`config.mk`:
```
export PLATFORM = sky130hd
export DESIGN_NAME = i2c_slave_core
export DESIGN_NICKNAME = d
export VERILOG_FILES = /design/src/rtl/i2c_slave_pkg.sv /design/src/rtl/i2c_slave_core_filter.sv /design/src/rtl/i2c_slave_core.sv
export SDC_FILE = /design/constraint.sdc
export NUM_CORES = 1
export LEC_CHECK = 0
export CORE_ASPECT_RATIO = 0.7
export CORE_MARGIN = 3
export CORE_UTILIZATION = 35
export CTS_CLUSTER_DIAMETER = 120
export DETAILED_ROUTE_END_ITERATION = 10
export GPL_TIMING_DRIVEN = 0
export PLACE_DENSITY = 0.61
export SKIP_CTS_REPAIR_TIMING = 1
export SLEW_MARGIN = 25
export SYNTH_ARGS = -nofsm -noshare
export SYNTH_HDL_FRONTEND = slang
export SYNTH_SLANG_ARGS = --single-unit
```
`constraint.sdc`:
```
create_clock -name i2c_core_clock_i -period 1.9 [get_ports i2c_core_clock_i]
set_input_delay 0.19 -clock i2c_core_clock_i [delete_from_list [all_inputs] [get_ports i2c_core_clock_i]]
set_output_delay 0.19 -clock i2c_core_clock_i [all_outputs]
set_load 0.05 [all_outputs]
```
`src/rtl/i2c_slave_pkg.sv`:
```
`default_nettype none
// ============================================================================
// Module      : i2c_slave_pkg
// Description : Shared definitions for the I2C slave core: FSM state encoding,
//               ACK/NACK line levels and the byte width.
// Revision    : 1.0 - initial release
// ============================================================================
package i2c_slave_pkg;

    localparam int   c_byte_w = 8;
    localparam logic c_ack    = 1'b0;
    localparam logic c_nack   = 1'b1;

    typedef enum logic [2:0] {
        S_IDLE     = 3'd0,
        S_ADDR     = 3'd1,
        S_ADDR_ACK = 3'd2,
        S_WR_DATA  = 3'd3,
        S_WR_ACK   = 3'd4,
        S_RD_DATA  = 3'd5,
        S_RD_ACK   = 3'd6,
        S_IGNORE   = 3'd7
    } state_t;

endpackage
`default_nettype wire

```
`src/rtl/i2c_slave_core_filter.sv`:
```
`default_nettype none
// ============================================================================
// Module      : i2c_line_filter
// Description : Synchroniser + glitch filter for one open-drain I2C line, with
//               single-cycle rise/fall pulses on the filtered level.
//               Latency from raw input to filtered edge: SYNC_STAGES+GLITCH_LEN.
// Ports       : clk, rst     core clock, async active-high reset
//               i_line       raw line
//               o_level      filtered level (resets to 1, idle bus)
//               o_rise       1-cycle pulse when o_level goes 0->1
//               o_fall       1-cycle pulse when o_level goes 1->0
// Revision    : 1.0 - initial release
// ============================================================================
module i2c_line_filter #(
    parameter int SYNC_STAGES = 2,
    parameter int GLITCH_LEN  = 3
) (
    input  logic clk,
    input  logic rst,
    input  logic i_line,
    output logic o_level,
    output logic o_rise,
    output logic o_fall
);

    localparam int c_cnt_w = (GLITCH_LEN > 1) ? $clog2(GLITCH_LEN) : 1;

    logic [SYNC_STAGES-1:0] r_sync;
    logic [c_cnt_w-1:0]     r_cnt;
    logic                   r_level;
    logic                   r_rise;
    logic                   r_fall;

    logic w_sync_out;
    logic w_differs;
    logic w_flip;

    assign w_sync_out = r_sync[SYNC_STAGES-1];
    assign w_differs  = (w_sync_out != r_level);
    // r_cnt holds how many earlier consecutive samples already disagreed, so
    // the level flips on the GLITCH_LEN-th disagreeing sample.
    assign w_flip     = w_differs && (r_cnt == c_cnt_w'(GLITCH_LEN - 1));

    always_ff @(posedge clk or posedge rst) begin
        if (rst) begin
            r_sync  <= '1;
            r_cnt   <= '0;
            r_level <= 1'b1;
            r_rise  <= 1'b0;
            r_fall  <= 1'b0;
        end else begin
            r_sync <= {r_sync[SYNC_STAGES-2:0], i_line};
            r_rise <= w_flip &  w_sync_out;
            r_fall <= w_flip & ~w_sync_out;
            if (w_flip) begin
                r_level <= w_sync_out;
                r_cnt   <= '0;
            end else if (w_differs) begin
                r_cnt <= r_cnt + 1'b1;
            end else begin
                r_cnt <= '0;
            end
        end
    end

    assign o_level = r_level;
    assign o_rise  = r_rise;
    assign o_fall  = r_fall;

endmodule
`default_nettype wire

```
`src/rtl/i2c_slave_core.sv`:
```
`default_nettype none
// ============================================================================
// Module      : i2c_slave_core
// Description : I2C target engine. Detects START/Sr/STOP, matches a 7-bit
//               address, ACKs and delivers write bytes, serves read bytes
//               from a byte handshake. Drives the bus open-drain only
//               (*_oe_o = 1 means pull the line low).
// Macro       : I2C_SLAVE_CLOCK_STRETCH_EN - when defined, SCL is held low at
//               a read-byte load until tx_valid_i; otherwise 8'hFF is sent.
// Ports       : i2c_core_clock_i/i2c_core_reset_i  clock, async reset
//               enable_i, own_addr_i               control
//               scl_i/sda_i, scl_oe_o/sda_oe_o     bus
//               rx_data_o/rx_valid_o/rx_full_i      write-byte delivery
//               tx_data_i/tx_valid_i/tx_ready_o     read-byte supply
//               rw_o, addr_match_o, busy_o,
//               start_det_o, stop_det_o            status
// Revision    : 1.0 - initial release
// ============================================================================
module i2c_slave_core
    import i2c_slave_pkg::*;
#(
    parameter int SYNC_STAGES = 2,
    parameter int GLITCH_LEN  = 3
) (
    input  logic                i2c_core_clock_i,
    input  logic                i2c_core_reset_i,
    input  logic                enable_i,
    input  logic [6:0]          own_addr_i,
    input  logic                scl_i,
    input  logic                sda_i,
    output logic                scl_oe_o,
    output logic                sda_oe_o,
    output logic [c_byte_w-1:0] rx_data_o,
    output logic                rx_valid_o,
    input  logic                rx_full_i,
    input  logic [c_byte_w-1:0] tx_data_i,
    input  logic                tx_valid_i,
    output logic                tx_ready_o,
    output logic                rw_o,
    output logic                addr_match_o,
    output logic                busy_o,
    output logic                start_det_o,
    output logic                stop_det_o
);

`ifdef I2C_SLAVE_CLOCK_STRETCH_EN
    localparam logic c_stretch_en = 1'b1;
`else
    localparam logic c_stretch_en = 1'b0;
`endif

    // ------------------------------------------------------------------
    // Line conditioning
    // ------------------------------------------------------------------
    logic w_scl, w_scl_rise, w_scl_fall;
    logic w_sda, w_sda_rise, w_sda_fall;

    i2c_line_filter #(.SYNC_STAGES(SYNC_STAGES), .GLITCH_LEN(GLITCH_LEN)) u_scl_filter (
        .clk     (i2c_core_clock_i),
        .rst     (i2c_core_reset_i),
        .i_line  (scl_i),
        .o_level (w_scl),
        .o_rise  (w_scl_rise),
        .o_fall  (w_scl_fall)
    );

    i2c_line_filter #(.SYNC_STAGES(SYNC_STAGES), .GLITCH_LEN(GLITCH_LEN)) u_sda_filter (
        .clk     (i2c_core_clock_i),
        .rst     (i2c_core_reset_i),
        .i_line  (sda_i),
        .o_level (w_sda),
        .o_rise  (w_sda_rise),
        .o_fall  (w_sda_fall)
    );

    logic w_start;
    logic w_stop;

    // Both lines share the same filter latency, so the filtered SCL level is
    // aligned with the filtered SDA edge.
    assign w_start = w_sda_fall & w_scl;
    assign w_stop  = w_sda_rise & w_scl;

    // ------------------------------------------------------------------
    // State
    // ------------------------------------------------------------------
    state_t              r_state,      w_state_nxt;
    logic [3:0]          r_bit_cnt,    w_bit_cnt_nxt;
    logic [c_byte_w-1:0] r_shift,      w_shift_nxt;
    logic                r_phase,      w_phase_nxt;
    logic                r_nack,       w_nack_nxt;
    logic                r_sda_oe,     w_sda_oe_nxt;
    logic                r_scl_oe,     w_scl_oe_nxt;
    logic                r_stretch,    w_stretch_nxt;
    logic                r_busy,       w_busy_nxt;
    logic                r_rw,         w_rw_nxt;
    logic [c_byte_w-1:0] r_rx_data,    w_rx_data_nxt;
    logic                r_rx_valid,   w_rx_valid_nxt;
    logic                r_tx_ready,   w_tx_ready_nxt;
    logic                r_addr_match, w_addr_match_nxt;
    logic                r_start_det,  w_start_det_nxt;
    logic                r_stop_det,   w_stop_det_nxt;
    logic                w_load;
    logic [c_byte_w-1:0] w_byte_in;

    // Byte completed by the bit currently being sampled.
    assign w_byte_in = {r_shift[c_byte_w-2:0], w_sda};

    always_ff @(posedge i2c_core_clock_i or posedge i2c_core_reset_i) begin
        if (i2c_core_reset_i) begin
            r_state      <= S_IDLE;
            r_bit_cnt    <= '0;
            r_shift      <= '0;
            r_phase      <= 1'b0;
            r_nack       <= 1'b0;
            r_sda_oe     <= 1'b0;
            r_scl_oe     <= 1'b0;
            r_stretch    <= 1'b0;
            r_busy       <= 1'b0;
            r_rw         <= 1'b0;
            r_rx_data    <= '0;
            r_rx_valid   <= 1'b0;
            r_tx_ready   <= 1'b0;
            r_addr_match <= 1'b0;
            r_start_det  <= 1'b0;
            r_stop_det   <= 1'b0;
        end else begin
            r_state      <= w_state_nxt;
            r_bit_cnt    <= w_bit_cnt_nxt;
            r_shift      <= w_shift_nxt;
            r_phase      <= w_phase_nxt;
            r_nack       <= w_nack_nxt;
            r_sda_oe     <= w_sda_oe_nxt;
            r_scl_oe     <= w_scl_oe_nxt;
            r_stretch    <= w_stretch_nxt;
            r_busy       <= w_busy_nxt;
            r_rw         <= w_rw_nxt;
            r_rx_data    <= w_rx_data_nxt;
            r_rx_valid   <= w_rx_valid_nxt;
            r_tx_ready   <= w_tx_ready_nxt;
            r_addr_match <= w_addr_match_nxt;
            r_start_det  <= w_start_det_nxt;
            r_stop_det   <= w_stop_det_nxt;
        end
    end

    // ------------------------------------------------------------------
    // Next-state / output logic
    // r_phase in the ACK states: 0 = waiting for the SCL fall that opens
    // the ACK bit, 1 = ACK bit on the bus, waiting for the fall that ends it
    // (RD_ACK sets it on the rise once the master's bit has been sampled).
    // ------------------------------------------------------------------
    always_comb begin
        w_state_nxt      = r_state;
        w_bit_cnt_nxt    = r_bit_cnt;
        w_shift_nxt      = r_shift;
        w_phase_nxt      = r_phase;
        w_nack_nxt       = r_nack;
        w_sda_oe_nxt     = r_sda_oe;
        // Holding SCL follows the stretch flag, so SCL is released exactly
        // one cycle after the stretched load completes.
        w_scl_oe_nxt     = r_stretch;
        w_stretch_nxt    = r_stretch;
        w_busy_nxt       = r_busy;
        w_rw_nxt         = r_rw;
        w_rx_data_nxt    = r_rx_data;
        w_rx_valid_nxt   = 1'b0;
        w_tx_ready_nxt   = 1'b0;
        w_addr_match_nxt = 1'b0;
        w_start_det_nxt  = 1'b0;
        w_stop_det_nxt   = 1'b0;
        w_load           = 1'b0;

        if (!enable_i) begin
            w_state_nxt   = S_IDLE;
            w_sda_oe_nxt  = 1'b0;
            w_scl_oe_nxt  = 1'b0;
            w_stretch_nxt = 1'b0;
            w_busy_nxt    = 1'b0;
        end else if (w_start) begin
            w_state_nxt     = S_ADDR;
            w_bit_cnt_nxt   = '0;
            w_sda_oe_nxt    = 1'b0;
            w_scl_oe_nxt    = 1'b0;
            w_stretch_nxt   = 1'b0;
            w_busy_nxt      = 1'b1;
            w_start_det_nxt = 1'b1;
        end else if (w_stop) begin
            w_state_nxt    = S_IDLE;
            w_sda_oe_nxt   = 1'b0;
            w_scl_oe_nxt   = 1'b0;
            w_stretch_nxt  = 1'b0;
            w_busy_nxt     = 1'b0;
            w_stop_det_nxt = 1'b1;
        end else if (r_stretch) begin
            // SCL is held low; no bus edges can arrive until the byte shows up.
            if (tx_valid_i) begin
                w_shift_nxt    = tx_data_i;
                w_tx_ready_nxt = 1'b1;
                w_sda_oe_nxt   = ~tx_data_i[c_byte_w-1];
                w_stretch_nxt  = 1'b0;
            end
        end else begin
            case (r_state)
                S_ADDR: begin
                    if (w_scl_rise) begin
                        w_shift_nxt   = w_byte_in;
                        w_bit_cnt_nxt = r_bit_cnt + 1'b1;
                        if (r_bit_cnt == 4'(c_byte_w - 1)) begin
                            if (w_byte_in[c_byte_w-1:1] == own_addr_i) begin
                                w_addr_match_nxt = 1'b1;
                                w_rw_nxt         = w_byte_in[0];
                                w_state_nxt      = S_ADDR_ACK;
                                w_phase_nxt      = 1'b0;
                            end else begin
                                w_state_nxt = S_IGNORE;
                            end
                        end
                    end
                end
                S_ADDR_ACK: begin
                    if (w_scl_fall) begin
                        if (!r_phase) begin
                            w_sda_oe_nxt = (c_ack == 1'b0);
                            w_phase_nxt  = 1'b1;
                        end else if (r_rw) begin
                            w_load = 1'b1;
                        end else begin
                            w_sda_oe_nxt  = 1'b0;
                            w_state_nxt   = S_WR_DATA;
                            w_bit_cnt_nxt = '0;
                        end
                    end
                end
                S_WR_DATA: begin
                    if (w_scl_rise) begin
                        w_shift_nxt   = w_byte_in;
                        w_bit_cnt_nxt = r_bit_cnt + 1'b1;
                        if (r_bit_cnt == 4'(c_byte_w - 1)) begin
                            // A full consumer means the byte is refused: NACK
                            // and no delivery.
                            if (!rx_full_i) begin
                                w_rx_data_nxt  = w_byte_in;
                                w_rx_valid_nxt = 1'b1;
                                w_nack_nxt     = c_ack;
                            end else begin
                                w_nack_nxt = c_nack;
                            end
                            w_state_nxt = S_WR_ACK;
                            w_phase_nxt = 1'b0;
                        end
                    end
                end
                S_WR_ACK: begin
                    if (w_scl_fall) begin
                        if (!r_phase) begin
                            w_sda_oe_nxt = (r_nack == c_ack);
                            w_phase_nxt  = 1'b1;
                        end else begin
                            w_sda_oe_nxt  = 1'b0;
                            w_state_nxt   = S_WR_DATA;
                            w_bit_cnt_nxt = '0;
                        end
                    end
                end
                S_RD_DATA: begin
                    if (w_scl_rise) begin
                        w_bit_cnt_nxt = r_bit_cnt + 1'b1;
                    end else if (w_scl_fall) begin
                        if (r_bit_cnt == 4'(c_byte_w)) begin
                            w_sda_oe_nxt = 1'b0;
                            w_state_nxt  = S_RD_ACK;
                            w_phase_nxt  = 1'b0;
                        end else begin
                            w_shift_nxt  = {r_shift[c_byte_w-2:0], 1'b0};
                            w_sda_oe_nxt = ~r_shift[c_byte_w-2];
                        end
                    end
                end
                S_RD_ACK: begin
                    if (w_scl_rise) begin
                        w_nack_nxt  = w_sda;
                        w_phase_nxt = 1'b1;
                    end else if (w_scl_fall && r_phase) begin
                        if (r_nack == c_nack) begin
                            w_state_nxt = S_IGNORE;
                        end else begin
                            w_load = 1'b1;
                        end
                    end
                end
                S_IDLE, S_IGNORE: begin
                end
                default: begin
                    w_state_nxt = S_IDLE;
                end
            endcase

            // Shifter load at the SCL fall that opens a read byte.
            if (w_load) begin
                w_state_nxt   = S_RD_DATA;
                w_bit_cnt_nxt = '0;
                if (tx_valid_i) begin
                    w_shift_nxt    = tx_data_i;
                    w_tx_ready_nxt = 1'b1;
                    w_sda_oe_nxt   = ~tx_data_i[c_byte_w-1];
                end else if (c_stretch_en) begin
                    w_stretch_nxt = 1'b1;
                    w_scl_oe_nxt  = 1'b1;
                    w_sda_oe_nxt  = 1'b0;
                end else begin
                    w_shift_nxt  = '1;
                    w_sda_oe_nxt = 1'b0;
                end
            end
        end
    end

    assign scl_oe_o     = r_scl_oe;
    assign sda_oe_o     = r_sda_oe;
    assign rx_data_o    = r_rx_data;
    assign rx_valid_o   = r_rx_valid;
    assign tx_ready_o   = r_tx_ready;
    assign rw_o         = r_rw;
    assign addr_match_o = r_addr_match;
    assign busy_o       = r_busy;
    assign start_det_o  = r_start_det;
    assign stop_det_o   = r_stop_det;

endmodule
`default_nettype wire
```
==> results by group <==
Worst setup path
  • CP required: 2.10 ns
  • Crit path DAT: between 2 and 2.5 ns
  • Worst Path Buf+Inv: 1
  • Critical path's slowest cell: dfrtp_1
  • Crit-path most repeated cell: nor3b_4
  • Cells along the critical path: o21ai_4 > nor3b_4 > and3_4 > nor3b_4 > buf_6 > mux2_2
  • Worst path max stage delay: 0.42 ns
  • Startpoint types: flop
  • Kind of cell adding the most delay to the critical path: simple AND/OR/NAND/NOR gates
  • Crit end category: flop
  • CP Max Fanout: 5
  • CP Class: reg -> reg

Timing
  • Final hold violations: 0
  • Tightest Pin Transition: between 0.5 and 0.6 ns
  • RSZ-0062 raised after global routing: yes
  • Fmax: about 510 MHz
  • Slew Viols, Final: 0
  • Crit share post-route: 102.7%
  • Final setup fails: 8
  • Final Skew: 0.01243 ns
  • Final worst slack: -0.05168 ns
  • Crit path time final: roughly 2.0 ns
  • Max-slew headroom: approximately 66%

Pwr
  • Pwr Total: 0.003967 W
  • Switching share of power: between 40% and 50%
  • Comb pwr share: ~45%
  • Clk pwr share: approximately 17%
  • Flop pwr share: a little under two fifths
  • Total power divided by cell area: approximately 1200 nW/um2
  • Maximum VDD drop: around 540 uV
  • Int Pwr: 0.002365 W
  • Switching pwr: 0.001602 W
  • Leak Pwr: approximately 1.5 nW

Logic synthesis
  • Post-synth cell types: 64
  • Post-synth ARST share: 100.0%
  • Main combinational cell family by area after synthesis: compound AO/OA/AOI/OAI gates
  • Yosys reg bits: 48
  • Sequential area share after synthesis: 46.35%
  • Post-synthesis xor/xnor area fraction: between 3 and 4%
  • Synth Area in Simple Gates: approximately 16%
  • Syn Nets: 270
  • Ys flop type: dfrtp_1
  • Compound-Gate Fraction of Synth Area: roughly 18%
  • Largest area contributor in the netlist: dfrtp_1
  • Multiplexer share of the synthesized area: between 8 and 9%
  • Post-synth EDFFs: 0
  • Synthesized instance count: around 240
  • Synthesized area per cell: 10.69 um2
  • Post-Synth Adder-Cell Area: under 10%
  • Ranking of synthesized cells by area: dfrtp_1 (40%), dfstp_2 (6.0%), mux2_2 (3.9%)
  • Synth top area share: approximately two fifths
  • Synthesized area: about 2600 um2
  • Synth warnings: 0

Final layout
  • Reg area: around 1200 um2
  • Most frequent cells in the layout: clkdlybuf4s50_1 (37), dfrtp_1 (36), inv_1 (18), nor2_1 (18), nand2_1 (14)
  • Core Util, Final: between 40% and 50%
  • Cell Count, Final, Fillers Out: a little under 400
  • Layout cell share with drive strength beyond 1: between 20% and 30%
  • Fillers: about 640
  • Commonest non-fill, non-tap cell in the layout: clkdlybuf4s50_1
  • Ant diodes: 0
  • Multi-input logic area: about 1300 um2
  • Final-stage net count: ~320
  • Area growth from synthesis to layout: 30.66%

GRT
  • Met1 global-route usage: ~25%
  • Total track usage: approximately 16%
  • GRT met3 Usage: 3.451%
  • Gr busiest metal: met1
  • Largest net degree at the start of global routing: 27
  • Grt met2 use: between 20% and 30%
  • Grt total ovfl: 0
  • Vias in the first global route: approximately 2,000
  • First-pass GRT wire length: around 10,000 um
  • Initial antenna violation count: 0

Clocking
  • CTS Buf Count: 5
  • Clock Tree Buf Depth: 2
  • Clock root cell: clkbuf_8
  • Worst-path clk slew: 0.10 ns
  • CTS sink cnt: 48
  • # H-tree levels: 2
  • Skew-Pair Late Insertion Delay: ~0.31 ns
  • CTS tree: yes

Placement
  • Placed wire-length estimate: 4711 um
  • Placer congestion estimate: approximately 0.91
  • Buffers on Ports: 38
  • Pre-CTS WS: -0.4463 ns
  • Placed insts: roughly 380

Route
  • Drt wl/cell: 16.49 um
  • DRT antenna net count: 0
  • Routed WL: roughly 6400 um
  • Residual DRC: 0
  • Drt initial violations: 137
  • Vias: 2,066
  • Post-DR vias/cell: 5.284
  • Pre-antenna DRT Iters: 5

Floorplanning
  • Starting Density: a little under two fifths
  • Die Height: around 80 um
  • Row count: 25
  • Die span in x: roughly 110 um
  • Die area: about 8500 um2
  • I/O Pins: 39
  • Core area: ~7000 um2

Flow run
  • Max Cap Viol: 0

Outcome
  • Status: finished, violations left
  • Failing checks: setup timing

Min path
  • Worst Hold Class: in -> async
[worst register-to-register path: stages, from the launching register on]
cell	delay, ns
dfrtp_1	0.42
o21ai_4	0.19
nor3b_4	0.29
and3_4	0.23
nor3b_4	0.23
buf_6	0.17
mux2_2	0.34
[synth_stat cells (2+ instances only)]
cell type  number
dfrtp_1        42
inv_1          20
nor2_1         18
nand2_1        15
o21ai_0        12
mux2i_1        10
mux2_2          9
xor2_1          9
a21oi_1         8
o22ai_1         8
dfstp_2         6
nor3b_1         5
and3_1          4
ha_1            4
nand2b_1        4
or2_2           4
buf_4           3
nand3_1         3
nor2b_1         3
o2111ai_1       3
a221oi_1        2
a41oi_1         2
and2_1          2
buf_6           2
clkbuf_1        2
nor3_1          2
nor3b_2         2
nor4_1          2
o211a_1         2
or2b_1          2
[layer usage]
layer  wire length (um)  vias to the layer above
met4                 48                        0
met1               3380                     1028
met5                  0                        -
met2               2649                       58
met3                370                        5
li1                   -                      975
[final timing paths]
kind | startpoint | slack [ns] | endpoint | cells past startpoint
worst max-delay path | u_sda_filter.o_fall | -0.05 | rx_data_o[2] | 6
worst min-delay path | i2c_core_reset_i | 0.22 | rx_data_o[2] | 2
worst max register to register | u_sda_filter.o_fall | -0.05 | rx_data_o[2] | 6
worst min register to register | u_scl_filter.r_sync[0] | 0.36 | u_scl_filter.r_sync[1] | 0
max in group asynchronous | i2c_core_reset_i | 1.08 | u_scl_filter.o_level | 3
min in group i2c_core_clock_i | enable_i | 0.26 | r_state[2] | 3
[cell families (layout without fill, tap and decap cells)]
family | Yosys count | in the layout
and+or+nand+nor | 73 | 73
AOI/OAI and AO/OA | 59 | 59
DFF | 48 | 48
buffers and inverters | 31 | 84
muxes | 20 | 20
xor gates and xnor gates | 9 | 9
adders and majority gates | 4 | 4
[area by class of cell]
cell class / count / share of cell area (%)
Inverter: 20 / 2.203
Clock buffer: 7 / 2.534
Tap cell: 94 / 3.452
Clock inverter: 1 / 0.2571
Multi-Input combinational cell: 165 / 39.44
Timing Repair Buffer: 48 / 13.85
Buffer: 8 / 2.571
Sequential cell: 48 / 35.70
[state kept, by name, summed over array words and instances (netlist names), 2 cells and up]
| signal | cells |
|---|---|
| u_scl_filter.r_cnt | 2 |
| rx_data_o | 8 |
| u_scl_filter.r_sync | 2 |
| u_sda_filter.r_cnt | 2 |
| r_state | 3 |
| r_shift | 7 |
| u_sda_filter.r_sync | 2 |
| r_bit_cnt | 4 |
[power by group through the flow]
stage | clock [W] | sequential, W | combinational [W]
after floorplan | 0 | 0.00141 | 0.00127
after detailed placement | 0 | 0.00148 | 0.00162
after global routing | 0.000740 | 0.00155 | 0.00197
after global placement | 0 | 0.00148 | 0.00160
after CTS | 0.000688 | 0.00146 | 0.00163
final | 0.000668 | 0.00151 | 0.00179
[through the flow]
step,hold slack [ns],setup TNS (ns),cell area [um2]
3_5_place_dp,0.3478,-4.287,3131
2_1_floorplan,0.1945,0,2613
5_1_grt,0.2640,-1.173,3407
4_1_cts,0.2427,-1.847,3226
6_report,0.2223,-0.2766,3407
3_3_place_gp,0.3462,-21.23,3110
No activity file was read; power rests on OpenSTA's default activity.
